### config.mk
export PLATFORM = sky130hd
export DESIGN_NAME = product_accumulator
export DESIGN_NICKNAME = d
export VERILOG_FILES = /design/src/rtl/product_accumulator.sv
export SDC_FILE = /design/constraint.sdc
export NUM_CORES = 1
export LEC_CHECK = 0
export BUFFER_PORTS_ARGS = -buffer_cell sky130_fd_sc_hd__buf_2
export CAP_MARGIN = 20
export CORE_UTILIZATION = 50
export DETAILED_ROUTE_END_ITERATION = 10
export HOLD_SLACK_MARGIN = 0.05
export PLACE_DENSITY = 0.77
export SLEW_MARGIN = 15
export SYNTH_ARGS = -nofsm -noshare
export SYNTH_HDL_FRONTEND = slang
export SYNTH_SLANG_ARGS = --single-unit
export TNS_END_PERCENT = 1
### constraint.sdc
create_clock -name clk -period 2.73 [get_ports clk]
set_clock_uncertainty 0.1 [all_clocks]
set_input_delay 0.273 -clock clk [delete_from_list [all_inputs] [get_ports clk]]
set_output_delay 0.273 -clock clk [all_outputs]
set_load 0.05 [all_outputs]
### src/rtl/product_accumulator.sv
// product_accumulator
//  Sums a programmed number of unsigned products from the shift-add multiplier
//  into an AW-bit accumulator. Products arrive on a valid/ready handshake and
//  the final sum leaves on a second one.
//  Optional feature macro: ACC_SAT_EN. When it is defined, the accumulator
//  saturates at all-ones on carry out. When it is undefined, the accumulator
//  wraps modulo 2^AW. In both builds the sticky overflow flag is set.
//  AW must be at least PW.
module product_accumulator #(
    parameter int PW = 32,
    parameter int AW = 40
) (
    input  logic          clk,
    input  logic          rst_n,
    input  logic          start,
    input  logic [7:0]    len,
    input  logic          prod_valid,
    output logic          prod_ready,
    input  logic [PW-1:0] product,
    output logic          sum_valid,
    input  logic          sum_ready,
    output logic [AW-1:0] sum,
    output logic          overflow,
    output logic          busy
);

    typedef enum logic [1:0] {
        IDLE  = 2'd0,
        ACCUM = 2'd1,
        DONE  = 2'd2
    } state_t;

    state_t        state_reg;
    logic [AW-1:0] acc_reg;
    logic [7:0]    cnt_reg;
    logic          ovf_reg;

    // One extra bit on the adder so the carry out of AW bits is visible.
    logic [AW:0]   add_full;
    logic          add_carry;
    logic [AW-1:0] acc_next;

    // Zero-extend the product and add it to the running sum.
    always_comb begin
        add_full  = {1'b0, acc_reg} + {{(AW + 1 - PW){1'b0}}, product};
        add_carry = add_full[AW];
`ifdef ACC_SAT_EN
        // Clamp to all-ones on carry. Once at all-ones, any non-zero add
        // carries again, so the value stays pinned there.
        acc_next  = add_carry ? {AW{1'b1}} : add_full[AW-1:0];
`else
        acc_next  = add_full[AW-1:0];
`endif
    end

    // Sequence control: IDLE -> ACCUM -> DONE -> IDLE, with the running sum and overflow flag.
    always_ff @(posedge clk or negedge rst_n) begin
        if (!rst_n) begin
            state_reg <= IDLE;
            acc_reg   <= '0;
            cnt_reg   <= '0;
            ovf_reg   <= 1'b0;
        end else begin
            case (state_reg)
                IDLE: begin
                    if (start) begin
                        acc_reg <= '0;
                        ovf_reg <= 1'b0;
                        cnt_reg <= len;
                        // A zero-length sequence has nothing to add and
                        // presents sum=0 straight away.
                        state_reg <= (len == 8'd0) ? DONE : ACCUM;
                    end
                end
                ACCUM: begin
                    if (prod_valid) begin
                        acc_reg <= acc_next;
                        cnt_reg <= cnt_reg - 8'd1;
                        if (add_carry) begin
                            ovf_reg <= 1'b1;
                        end
                        if (cnt_reg == 8'd1) begin
                            state_reg <= DONE;
                        end
                    end
                end
                DONE: begin
                    // start is ignored here, even together with sum_ready.
                    // The sum and flag stay visible until the next start.
                    if (sum_ready) begin
                        state_reg <= IDLE;
                    end
                end
                default: begin
                    state_reg <= IDLE;
                end
            endcase
        end
    end

    // Handshake and status outputs decode directly from the state register.
    always_comb begin
        prod_ready = (state_reg == ACCUM);
        sum_valid  = (state_reg == DONE);
        busy       = (state_reg != IDLE);
        sum        = acc_reg;
        overflow   = ovf_reg;
    end

endmodule

Word level (Yosys, flattened, before mapping)
Cells that the tools add are included.
- $add $sub $neg: 2
- multipliers: 0
- div/mod/pow operators: 0
- magnitude comparators: 0
- eq/ne operators: 8
- shift-type cells: 0
- muxes and demuxes: 16
- bitwise operators: 0
- reductions and logical operators: 7
- operators with widths (operator ; number):
    2-to-1 mux 40 bit ; 2
    one-hot mux 40 bit (2 select lines) ; 1
    adder 40 x 32 -> 41 bit ; 1
    2-to-1 mux 8 bit ; 2
    one-hot mux 8 bit (2 select lines) ; 1
    2-to-1 mux 2 bit ; 5
    equality test 8 x 1 -> 1 bit, second input constant ; 1
    logical NOT 8 bit ; 1
    AND reduction 4 bit ; 2
    subtractor 8 x 1 -> 8 bit, second input constant ; 1
    != test 2 x 1 -> 1 bit, second input constant ; 3
    one-hot mux 2 bit (3 select lines) ; 1
    != test 2 bit, second input constant ; 2
    nonzero test 2 bit ; 2
    2-to-1 mux 1 bit ; 3
    AND reduction 3 bit ; 1
    equality test 2 x 1 -> 1 bit, second input constant ; 1
    equality test 2 bit, second input constant ; 1
    logical NOT 2 bit ; 1
    one-hot mux 1 bit (2 select lines) ; 1
- flip-flop bits (word level): 51
- latch bits: 0
- RAM bits: 0
- memory bits (read-only): 0
- input port bits: 45
- output and inout port bits: 44
- logic and storage cells: 37
- memories: 0

Depth between registers and ports, before layout
- word-level depth: 4
- gate-level depth with buffers: 10
- mapped depth without buffers: 10

Worst setup path after synthesis
OpenSTA, ideal clock, no wires.
- path kind: register -> register
- start point: reg acc_reg[0], in the netlist sum[0]
- end point: reg acc_reg[16], in the netlist sum[16]
- setup time: 122 ps
- data arrival time: 2874 ps
- setup slack: -366 ps
- cell stages (with the launch flop): 11
- buffers on the path: 0
- cell sequence: dfrtp_1 ha_1 fa_1 a21o_1 a221o_1 a32oi_2 a21oi_1 o21ai_1 a21oi_1 or3_1 a32o_1
- longest elaborated chain between the ends: 3
- ends and longest elaborated chain (element ; RTL line ; text):
    start: declaration ; 34 ; logic [AW-1:0] acc_reg;
    start signal: assignment ; 77 ; acc_reg <= acc_next;
    adder 40 x 32 -> 41 bit ; 45 ; add_full = {1'b0, acc_reg} + {{(AW + 1 - PW){1'b0}}, product};
    2-to-1 mux 40 bit ; 76 ; if (prod_valid) begin
    one-hot mux 40 bit (2 select lines) ; 64 ; case (state_reg)
No other way between the ends. The select of a mux whose other input is x is not followed.
A chain may end at the register's enable or synchronous reset.

Worst setup path after layout
Ends and elaborated chain as after synthesis.

==> results.ini <==
[hold_path]
hp-class=input pin to register

[layout]
syn2layout_area_growth_pct=27.5
ff_latch_area_mm2=0.00128
largest_register_ffs=40
diodes=0
final_cell_area_mm2=0.00510
final_cells=697
drive_gt1_share_pct=29.6
nNetsFinal=674
final_util_pct=66.0
multi_input_area_mm2=0.00281
fillerInstances=629

[timing]
period_share_pct=100
whs_ps=118
period_minus_slack_ps=2740
layout_setup_ws_ps=-8.31
fmax_ghz=0.365
maxSlewViolCount=0
setup_viol=1
max-slew-margin-rel_pct=48.7
grt_setup_unrepaired=yes
hold_viol=0
tightest_slew_ps=767

[floorplanning]
die_area_mm2=0.00836
coreArea_mm2=0.00773
die_y_um=91.4
placementRows=32
io_pins=89
initial_core_util_pct=51.8
die_x_um=91.4

[placement]
dp.cells=686
port_buffers=88
placed_area_mm2=0.00473
gp_congestion=0.873
post-dp-hpwl_um=8100

[worst_setup_path]
critical_path_class=register to register
path_common_cell=a21oi_1
critPathLaunchType=register
required_ps=2830
cp_cell_sequence=ha_4 > fa_2 > a21o_1 > a221o_1 > a32oi_2 > a21oi_1 > o21ai_1 > a21oi_1 > or3_1 > a32o_1
cpPeakStageDelay_ps=430
crit_fanout=2
crit_slowest_cell=dfrtp_2
r2r_setup_slack_ps=-8
cp-end-kind=register
cp_data_arrival_time_ps=2840

[grt]
grt_first_pass_wirelength_um=18500
first_global_vias=4068
grt_max_degree=34
grt_usage_pct=27.0
grt-ovfl-total=0
antenna_found_initial=0

[outcome]
violations=negative setup slack
outcome=complete, but fails checks

[clocking]
numCtsBuffers=5
ctsRootBufferMaster=clkbuf_8
ctsHtreeMaxLevel=2
clkSinkCount=51
clk_latency_ps=310
tritoncts=done
cts_buffer_depth=2
clk_pin_slew_ps=90

[drt]
drtIter0Drc=238
finalWirelength_um=11200
drc=0
routed.top_layer=met4
first_pass_iters=4
met1_length_um=4860
vias=4188
ant_nets=0
dr_wl_met3_um=606
routedWlPerCell_um=16.0
met2WireLength_um=5450
via_per_inst=6.01

[yosys]
yosysSeqAreaShare_pct=31.9
synthesis.area_mm2=0.00400
synth_cell_types=60
ys_ff_latch=51
ys.flop_type=dfrtp_1
yosysTopAreaCell=dfrtp_1
async_flop_share_pct=100
ys_top_cells_by_area=dfrtp_1 32%, ha_1 11%, a21oi_1 6.4%
yosysWarnings=0
syn-num-nets=567
syn_avg_cell_area_um2=8.21
synth_edf_count=0
netlist_instances=487
synth_top_cell_area_share_pct=31.9

[flow_run]
cap_viol_max_count=0

[power_and_ir_drop]
power.leakage_nw=2.48
max-vdd-ir-drop_v=0.000604
p_per_area_mw_per_mm2=1180

metal layers:
| metal | track usage, % | up-vias |
|---|---|---|
| met5 | 0 | - |
| met4 | 9.13 | 0 |
| met3 | 4.10 | 24 |
| met2 | 44.6 | 150 |
| met1 | 35.8 | 2004 |
| li1 | - | 2010 |
logic make-up (layout without fill, tap and decap cells):
logic type      after synthesis  count (layout)  share of synthesized area, %
fa+ha+maj                    35              35                          11.1
flops                        51              51                          31.9
buf+inv                      35             143                          3.60
simple gates                156             156                          18.2
xor+xnor                     29              29                          6.35
compound gates              180             180                          28.6
mux                           1               1                         0.250
cell type report:
| cell class | instances | share of cell area (%) |
|---|---|---|
| tap | 102 | 2.50 |
| clock inverter | 2 | 1.18 |
| timing repair buffer | 123 | 13.8 |
| clock buffer | 6 | 1.42 |
| sequential | 51 | 25.1 |
| multi-input combinational | 401 | 55.1 |
| inverter | 12 | 0.883 |
cell usage in the layout (no fill, tap or decap), types with 16 or more instances in the layout:
cell type,instances
o21ai_1,16
dfrtp_1,49
xnor2_1,17
o21ai_0,36
buf_2,88
a21o_1,18
ha_1,22
a21oi_1,47
nor2_1,35
nand2_1,60
buf_4,34
power breakdown:
part           internal [mW]  switching [mW]  total, mW  leakage, nW
logic                   1.52            2.58       4.10         1.76
clock network          0.367           0.267      0.633       0.0654
registers               1.03           0.264       1.29        0.659
total                   2.91            3.11       6.03         2.48
synth_stat cells (all sizes together) (3+ instances only):
cell type and instances:
xor2 11, o21ai 55, buf 8, inv 12
a211oi 3, dfrtp 51, nand2 60, o211ai 3
nand2b 4, ha 34, a21oi 52, a31oi 5
clkbuf 15, nor2b 4, a21o 20, and3 8
a21boi 4, xnor2 18, nor4 4, or3 4
a22o 7, nor2 36, nand4 11, nor3 7
nand3 11, o31ai 5
critical path: cells and delay by family, from the launching register on:
family                     cells  cell delay (ps)
DFF                            1              430
and+or+nand+nor                1              310
AOI/OAI and AO/OA              7             1280
adders and majority gates      2              510
through the flow:
step	setup TNS [ps]	worst slack [ps]	total power [mW]
after floorplan	-1130	-167	4.08
after global placement	0	15.6	4.99
after detailed placement	-421	-79.8	5.09
after CTS	-89.6	-43.4	5.84
after global routing	-1250	-168	6.47
final	-8.31	-8.31	6.03
timing repair:
| action | in CTS | in global routing |
|---|---|---|
| hold buffers | 1 | 0 |
| resized for setup | 13 | 29 |
| setup buffers | 1 | 1 |
| hold endpoints to repair | 25 | 0 |
| setup endpoints to repair | 12 | 20 |
| pin swaps | 2 | 10 |
worst paths after layout:
path / start / end / cells past startpoint
min in group asynchronous: rst_n / state_reg[1] / 2
min: len[0] / cnt_reg[0] / 3
max: sum[0] / sum[16] / 10
min reg2reg: overflow / overflow / 2
max reg2reg: sum[0] / sum[16] / 10
max in group asynchronous: rst_n / sum[4] / 3
(Power assumes the default switching activity.)
